<file path="src/rtl/mix_addkey_stage_if.sv">
`default_nettype none
// +--------------------------------------------------------------------+
// | mix_addkey_stage_if: upstream, downstream and Rcon loop signals    |
// | Revision: 1.0                                                      |
// +--------------------------------------------------------------------+
interface mix_addkey_stage_if;
  logic         in_valid;
  logic         in_ready;
  logic         in_first;
  logic [127:0] g_in;
  logic [127:0] h_in;
  logic [127:0] t_in;
  logic [127:0] rkey_in;
  logic [7:0]   rcon_next;
  logic [7:0]   rcon_o;
  logic [3:0]   round_o;
  logic         out_valid;
  logic         out_ready;
  logic [127:0] state_out;
  logic         out_last;

  modport master (
    output in_valid, in_first, g_in, h_in, t_in, rkey_in, rcon_next, out_ready,
    input  in_ready, rcon_o, round_o, out_valid, state_out, out_last
  );

  modport slave (
    input  in_valid, in_first, g_in, h_in, t_in, rkey_in, rcon_next, out_ready,
    output in_ready, rcon_o, round_o, out_valid, state_out, out_last
  );
endinterface
`default_nettype wire

</file>
<file path="src/rtl/mix_addkey_stage.sv">
`default_nettype none
// +--------------------------------------------------------------------+
// | mix_addkey_stage: AES MixColumns + AddRoundKey output register     |
// | Revision: 1.0                                                      |
// +--------------------------------------------------------------------+
module mix_addkey_stage #(
  parameter int         NR        = 10,
  parameter logic [7:0] RCON_INIT = 8'h01
) (
  input  wire logic         clk,
  input  wire logic         rst,
  mix_addkey_stage_if.slave bus
);

  localparam logic [3:0] c_NR = 4'(NR);

  logic         out_valid_q;
  logic         last_q;
  logic [127:0] state_q;
  logic [3:0]   round_q;
  logic [7:0]   rcon_q;

  logic         w_in_ready;
  logic         w_acc;
  logic         w_last;
  logic [3:0]   w_round;
  logic [127:0] w_mix;
  logic [127:0] state_d;

  assign w_in_ready = !out_valid_q | bus.out_ready;
  assign w_acc      = bus.in_valid & w_in_ready;
  assign w_round    = bus.in_first ? 4'd1 : round_q;
  assign w_last     = (w_round == c_NR);

  // Byte k of column c sits at bit 127-32c-8k; h carries 2a, t carries 3a.
  for (genvar c = 0; c < 4; c++) begin : g_col
    localparam int c_B0 = 127 - 32*c;
    localparam int c_B1 = c_B0 - 8;
    localparam int c_B2 = c_B0 - 16;
    localparam int c_B3 = c_B0 - 24;
    assign w_mix[c_B0 -: 8] = bus.h_in[c_B0 -: 8] ^ bus.t_in[c_B1 -: 8]
                            ^ bus.g_in[c_B2 -: 8] ^ bus.g_in[c_B3 -: 8];
    assign w_mix[c_B1 -: 8] = bus.g_in[c_B0 -: 8] ^ bus.h_in[c_B1 -: 8]
                            ^ bus.t_in[c_B2 -: 8] ^ bus.g_in[c_B3 -: 8];
    assign w_mix[c_B2 -: 8] = bus.g_in[c_B0 -: 8] ^ bus.g_in[c_B1 -: 8]
                            ^ bus.h_in[c_B2 -: 8] ^ bus.t_in[c_B3 -: 8];
    assign w_mix[c_B3 -: 8] = bus.t_in[c_B0 -: 8] ^ bus.g_in[c_B1 -: 8]
                            ^ bus.g_in[c_B2 -: 8] ^ bus.h_in[c_B3 -: 8];
  end

  // The final round skips MixColumns.
  assign state_d = (w_last ? bus.g_in : w_mix) ^ bus.rkey_in;

  always_ff @(posedge clk or posedge rst) begin
    if (rst) begin
      out_valid_q <= 1'b0;
      last_q      <= 1'b0;
      state_q     <= '0;
      round_q     <= 4'd1;
      rcon_q      <= RCON_INIT;
    end else begin
      if (w_acc) begin
        out_valid_q <= 1'b1;
        last_q      <= w_last;
        state_q     <= state_d;
        if (w_last) begin
          round_q <= 4'd1;
          rcon_q  <= RCON_INIT;
        end else begin
          round_q <= w_round + 4'd1;
          rcon_q  <= bus.rcon_next;
        end
      end else if (bus.out_ready) begin
        out_valid_q <= 1'b0;
      end
    end
  end

  assign bus.in_ready  = w_in_ready;
  assign bus.out_valid = out_valid_q;
  assign bus.out_last  = last_q;
  assign bus.state_out = state_q;
  assign bus.round_o   = round_q;
  assign bus.rcon_o    = rcon_q;

endmodule
`default_nettype wire

</file>
<file path="src/flat_wrapper.sv">
// flat-port wrapper written by rule: the top's interface ports become plain ports
module mix_addkey_stage_flat 
#(
  parameter int         NR        = 10,
  parameter logic [7:0] RCON_INIT = 8'h01
)
  (clk, rst, bus_in_valid, bus_in_first, bus_g_in, bus_h_in, bus_t_in, bus_rkey_in, bus_rcon_next, bus_out_ready, bus_in_ready, bus_rcon_o, bus_round_o, bus_out_valid, bus_state_out, bus_out_last);
  mix_addkey_stage_if bus_i ();
  input  wire logic clk;
  input  wire logic rst;
  input wire logic [$bits(bus_i.in_valid)-1:0] bus_in_valid;
  input wire logic [$bits(bus_i.in_first)-1:0] bus_in_first;
  input wire logic [$bits(bus_i.g_in)-1:0] bus_g_in;
  input wire logic [$bits(bus_i.h_in)-1:0] bus_h_in;
  input wire logic [$bits(bus_i.t_in)-1:0] bus_t_in;
  input wire logic [$bits(bus_i.rkey_in)-1:0] bus_rkey_in;
  input wire logic [$bits(bus_i.rcon_next)-1:0] bus_rcon_next;
  input wire logic [$bits(bus_i.out_ready)-1:0] bus_out_ready;
  output wire logic [$bits(bus_i.in_ready)-1:0] bus_in_ready;
  output wire logic [$bits(bus_i.rcon_o)-1:0] bus_rcon_o;
  output wire logic [$bits(bus_i.round_o)-1:0] bus_round_o;
  output wire logic [$bits(bus_i.out_valid)-1:0] bus_out_valid;
  output wire logic [$bits(bus_i.state_out)-1:0] bus_state_out;
  output wire logic [$bits(bus_i.out_last)-1:0] bus_out_last;
  assign bus_i.in_valid = bus_in_valid;
  assign bus_i.in_first = bus_in_first;
  assign bus_i.g_in = bus_g_in;
  assign bus_i.h_in = bus_h_in;
  assign bus_i.t_in = bus_t_in;
  assign bus_i.rkey_in = bus_rkey_in;
  assign bus_i.rcon_next = bus_rcon_next;
  assign bus_i.out_ready = bus_out_ready;
  assign bus_in_ready = bus_i.in_ready;
  assign bus_rcon_o = bus_i.rcon_o;
  assign bus_round_o = bus_i.round_o;
  assign bus_out_valid = bus_i.out_valid;
  assign bus_state_out = bus_i.state_out;
  assign bus_out_last = bus_i.out_last;
  mix_addkey_stage #(.NR(NR), .RCON_INIT(RCON_INIT)) u_core (.clk(clk), .rst(rst), .bus(bus_i));
endmodule
</file>
<file path="config.mk">
export PLATFORM = sky130hd
export DESIGN_NAME = mix_addkey_stage_flat
export DESIGN_NICKNAME = d
export VERILOG_FILES = /design/src/rtl/mix_addkey_stage_if.sv /design/src/rtl/mix_addkey_stage.sv /design/src/flat_wrapper.sv
export SDC_FILE = /design/constraint.sdc
export NUM_CORES = 1
export LEC_CHECK = 0
export CAP_MARGIN = 10
export CORE_AREA = 2 2 260 262
export DETAILED_ROUTE_END_ITERATION = 8
export DIE_AREA = 0 0 262 264
export GPL_TIMING_DRIVEN = 0
export PLACE_DENSITY = 0.47
export SLEW_MARGIN = 40
export SYNTH_ARGS = -nofsm -noshare
export SYNTH_HDL_FRONTEND = slang
export SYNTH_SLANG_ARGS = --single-unit
</file>
<file path="constraint.sdc">
create_clock -name clk -period 7.25 [get_ports clk]
set_clock_uncertainty 0.15 [all_clocks]
set_input_delay 0.725 -clock clk [delete_from_list [all_inputs] [get_ports clk]]
set_output_delay 0.725 -clock clk [all_outputs]
set_load 0.01 [all_outputs]
</file>
==> impl_metrics.py <==
metrics = {
    "outcome": {
        "status": "finished, final reports clean",
    },
    "timing": {
        "setup-violations-final": 0,
        "slew_violations": 0,
        "tightest_slew_ns": 0.759,
        "min_period_ns": 3.02,
        "fin_crit_sh": 0.417,
        "final-hold-violation-count": 0,
        "rsz0062_at_grt": "false",
        "fmax_mhz": 331,
        "slew_headroom": 0.494,
    },
    "clocking": {
        "worstSkewPairLatency_ns": 0.49,
        "cts_sinks": 142,
        "numCtsBuffers": 17,
        "clkSlewWorstSetupHoldPaths_ns": 0.07,
        "root_buffer": "clkbuf_16",
        "cts_resized": 0,
        "cts.path.max_buffers": 2,
        "htree_levels": 4,
        "postCtsHoldBufs": 0,
        "cts_setup_buffers": 0,
        "tritoncts": "done",
    },
    "synth": {
        "yosysSeqAreaShare": 0.281,
        "synth_largest_area_cell": "dfrtp_1",
        "synth-seq-cells": 142,
        "syn_area_per_cell_um2": 8.65,
        "syn-num-nets": 1989,
        "synthDistinctLibCells": 29,
        "ys_warn_count": 0,
        "netlist_area_um2": 12700,
        "synthesis.instances": 1464,
        "synth_top_area_share": 0.277,
        "netlist_top_cells_area": "dfrtp_1 (28%), xnor2_1 (27%), a211o_1 (8.8%), nor3b_1 (7.6%), o211ai_1 (7.6%)",
    },
    "critical_path": {
        "max_stage_delay_ns": 0.53,
        "critPathArrivalTime_ns": 3.21,
        "r2r_slack_ns": 4.55,
        "end_kind": "flop",
        "crit_slowest_cell": "clkdlybuf4s50_1",
        "startpoint_type": "primary input",
        "worstPathRequired_ns": 7.44,
        "r2r_start": "u_core.bus.round_o[0]",
        "cp_top_family": "buffers and inverters",
        "worstReg2RegEnd": "u_core.bus.state_out[76]",
        "cp_max_fo": 10,
        "path_cells": "clkdlybuf4s50_1, nor4b_4, buf_2, clkbuf_1, nor3b_1, a211o_1, a31oi_1",
        "worstRegToRegCells": 7,
        "crit_buf_inv": 3,
        "criticalPathCategory": "primary input to flop",
    },
    "layout": {
        "area_delta_synth_final_pct": 66.6,
        "drive_gt1_frac": 0.0365,
        "finalNetCount": 2678,
        "multi_input_area_um2": 8590,
        "fin_cells": 3046,
        "regArea_um2": 3560,
        "final_util": 0.317,
        "nFillCells": 7029,
        "design_area_um2": 21100,
    },
    "drt": {
        "routed_wl_um": 73500,
        "first_pass_iters": 5,
        "drt_iter0_markers": 1016,
        "viasPerCell": 4.85,
        "dr_wl_met2_um": 36500,
        "postRouteAntennaNets": 0,
        "vias": 14768,
        "drc": 0,
        "routedWlPerCell_um": 24.1,
        "top_layer": "met5",
        "wl_met1_um": 30200,
        "wl_met3_um": 5600,
    },
    "placement": {
        "placed_cells": 3006,
        "place_congestion": 0.882,
        "dp_hpwl_um": 58300,
        "place_area_um2": 20500,
        "port_buffers": 667,
    },
    "min_path": {
        "hold_start": "u_core.bus.rcon_o[0]",
        "worst_hold_path_type": "flop to flop",
        "whs_endpoint": "u_core.bus.rcon_o[0]",
        "min_path_cells": 2,
    },
    "pwr": {
        "pwr-share-comb": 0.534,
        "power.switching_mw": 1.85,
        "p_clk_frac": 0.215,
        "p_sw_frac": 0.420,
        "internal_power_mw": 2.55,
        "power.density_nw_per_um2": 208,
        "p_seq_frac": 0.251,
        "leakage_nw": 7.00,
        "ir_drop_uv": 143,
    },
    "grt": {
        "grt_pass1_wl_um": 105000,
        "overflow": 0,
        "grt_pass1_vias": 15440,
        "antenna_found_initial": 12,
        "gr-usage-all-layers": 0.206,
        "grt_max_degree": 67,
    },
    "die": {
        "core_um2": 66600,
        "die_x_um": 262,
        "io-pin-count": 668,
        "dieArea_um2": 69200,
        "initial_core_util": 0.190,
        "die_h_um": 264,
        "rows": 95,
    },
    "flow_run": {
        "drv_cap": 0,
    },
}
==> flip-flops by register name, summed over array words and instances, names as in the netlist <==
signal,count
u_core.bus.rcon_o,8
u_core.bus.out_last,1
u_core.bus.state_out,128
u_core.bus.out_valid,1
u_core.bus.round_o,4
==> logic make-up after synthesis <==
kind of cell,synth area share
flops,0.281
buf+inv,0.0410
xor+xnor,0.265
simple gates,0.180
compound gates,0.233
==> final cells by class <==
type	count	area share
antenna	7	0.000830
buffer	117	0.0243
clock buffer	17	0.0202
clock inverter	15	0.00705
inverter	3	0.000889
multi-input combinational	1202	0.407
sequential	142	0.168
tap	873	0.0517
timing repair buffer	670	0.319
==> synth_stat cells <==
master and n:
nand4_1 1, o22ai_1 1, nor3b_1 128, nor3_1 1
nand3b_1 1, dfrtp_1 140, a31oi_1 128, nor4b_4 1
nand3_1 135, and2_1 2, a211o_1 128, buf_2 31
buf_6 4, xnor2_1 384, a21o_1 1, buf_1 1
nand2b_1 2, inv_1 3, a21oi_1 2, o21ai_0 6
nand2_1 21, o211ai_1 128, nor2b_1 1, dfstp_2 2
o311a_1 1, clkbuf_1 81, o21a_1 1, nand2_2 1
nor2_1 128
==> metal layers <==
metal / GRT usage / up-vias
met2: 0.353 / 637
li1: - / 6771
met1: 0.256 / 7281
met4: 0.0545 / 10
met3: 0.0513 / 69
met5: 0 / -
==> per-stage QoR <==
step	worst slack (ns)	hold slack [ns]	total power [mW]	setup TNS, ns
detailed placement	3.66	0.301	3.48	0
floorplan	2.57	0.310	2.19	0
finish	4.23	0.311	4.40	0
global placement	-0.625	0.304	3.45	-83.50
global route	4.00	0.326	4.63	0
CTS	4.19	0.313	4.44	0
==> placed cells by master (no fill, tap or decap), types with 2 or more instances in the layout <==
master and instances:
clkbuf_1 77, inv_1 2, dfrtp_1 140, inv_8 2
o21ai_0 6, clkdlybuf4s50_1 667, a211o_1 128, clkinv_4 2
dfstp_2 2, o211ai_1 128, buf_16 2, diode_2 7
inv_6 6, nor2_1 128, nand3_1 135, a21oi_1 2
nand2_1 21, xnor2_1 384, a31oi_1 128, buf_2 31
nor3b_1 128, clkbuf_16 17, buf_6 5, and2_1 2
nand2b_1 2, clkinvlp_4 5, clkbuf_2 4
==> how the worst max path moves through the flow <==
stage	startpoint	endpoint	slack [ns]	depth (start not counted)
3_3_place_gp	rst	u_core.bus.state_out[27]	-0.62	2
3_5_place_dp	bus_in_first	u_core.bus.state_out[98]	3.66	7
4_1_cts	bus_in_first	u_core.bus.state_out[21]	4.19	7
5_1_grt	bus_in_first	u_core.bus.state_out[64]	4.00	7
2_1_floorplan	rst	u_core.bus.out_last	2.57	1
6_report	bus_in_first	u_core.bus.state_out[76]	4.23	7
==> power by group through the flow <==
stage / Sequential (mW) / Clock, mW / Combinational, mW
2_1_floorplan: 1.18 / 0 / 1.00
3_3_place_gp: 1.11 / 0 / 2.34
3_5_place_dp: 1.12 / 0 / 2.36
4_1_cts: 1.11 / 0.965 / 2.37
5_1_grt: 1.13 / 0.988 / 2.51
6_report: 1.11 / 0.944 / 2.35
==> tightest hold or removal path, cell delays in order, from the launching register on <==
cell	delay (ns)
dfstp_2	0.37
nand2_1	0.05
nand2_1	0.04
No activity file was read; power rests on OpenSTA's default activity.
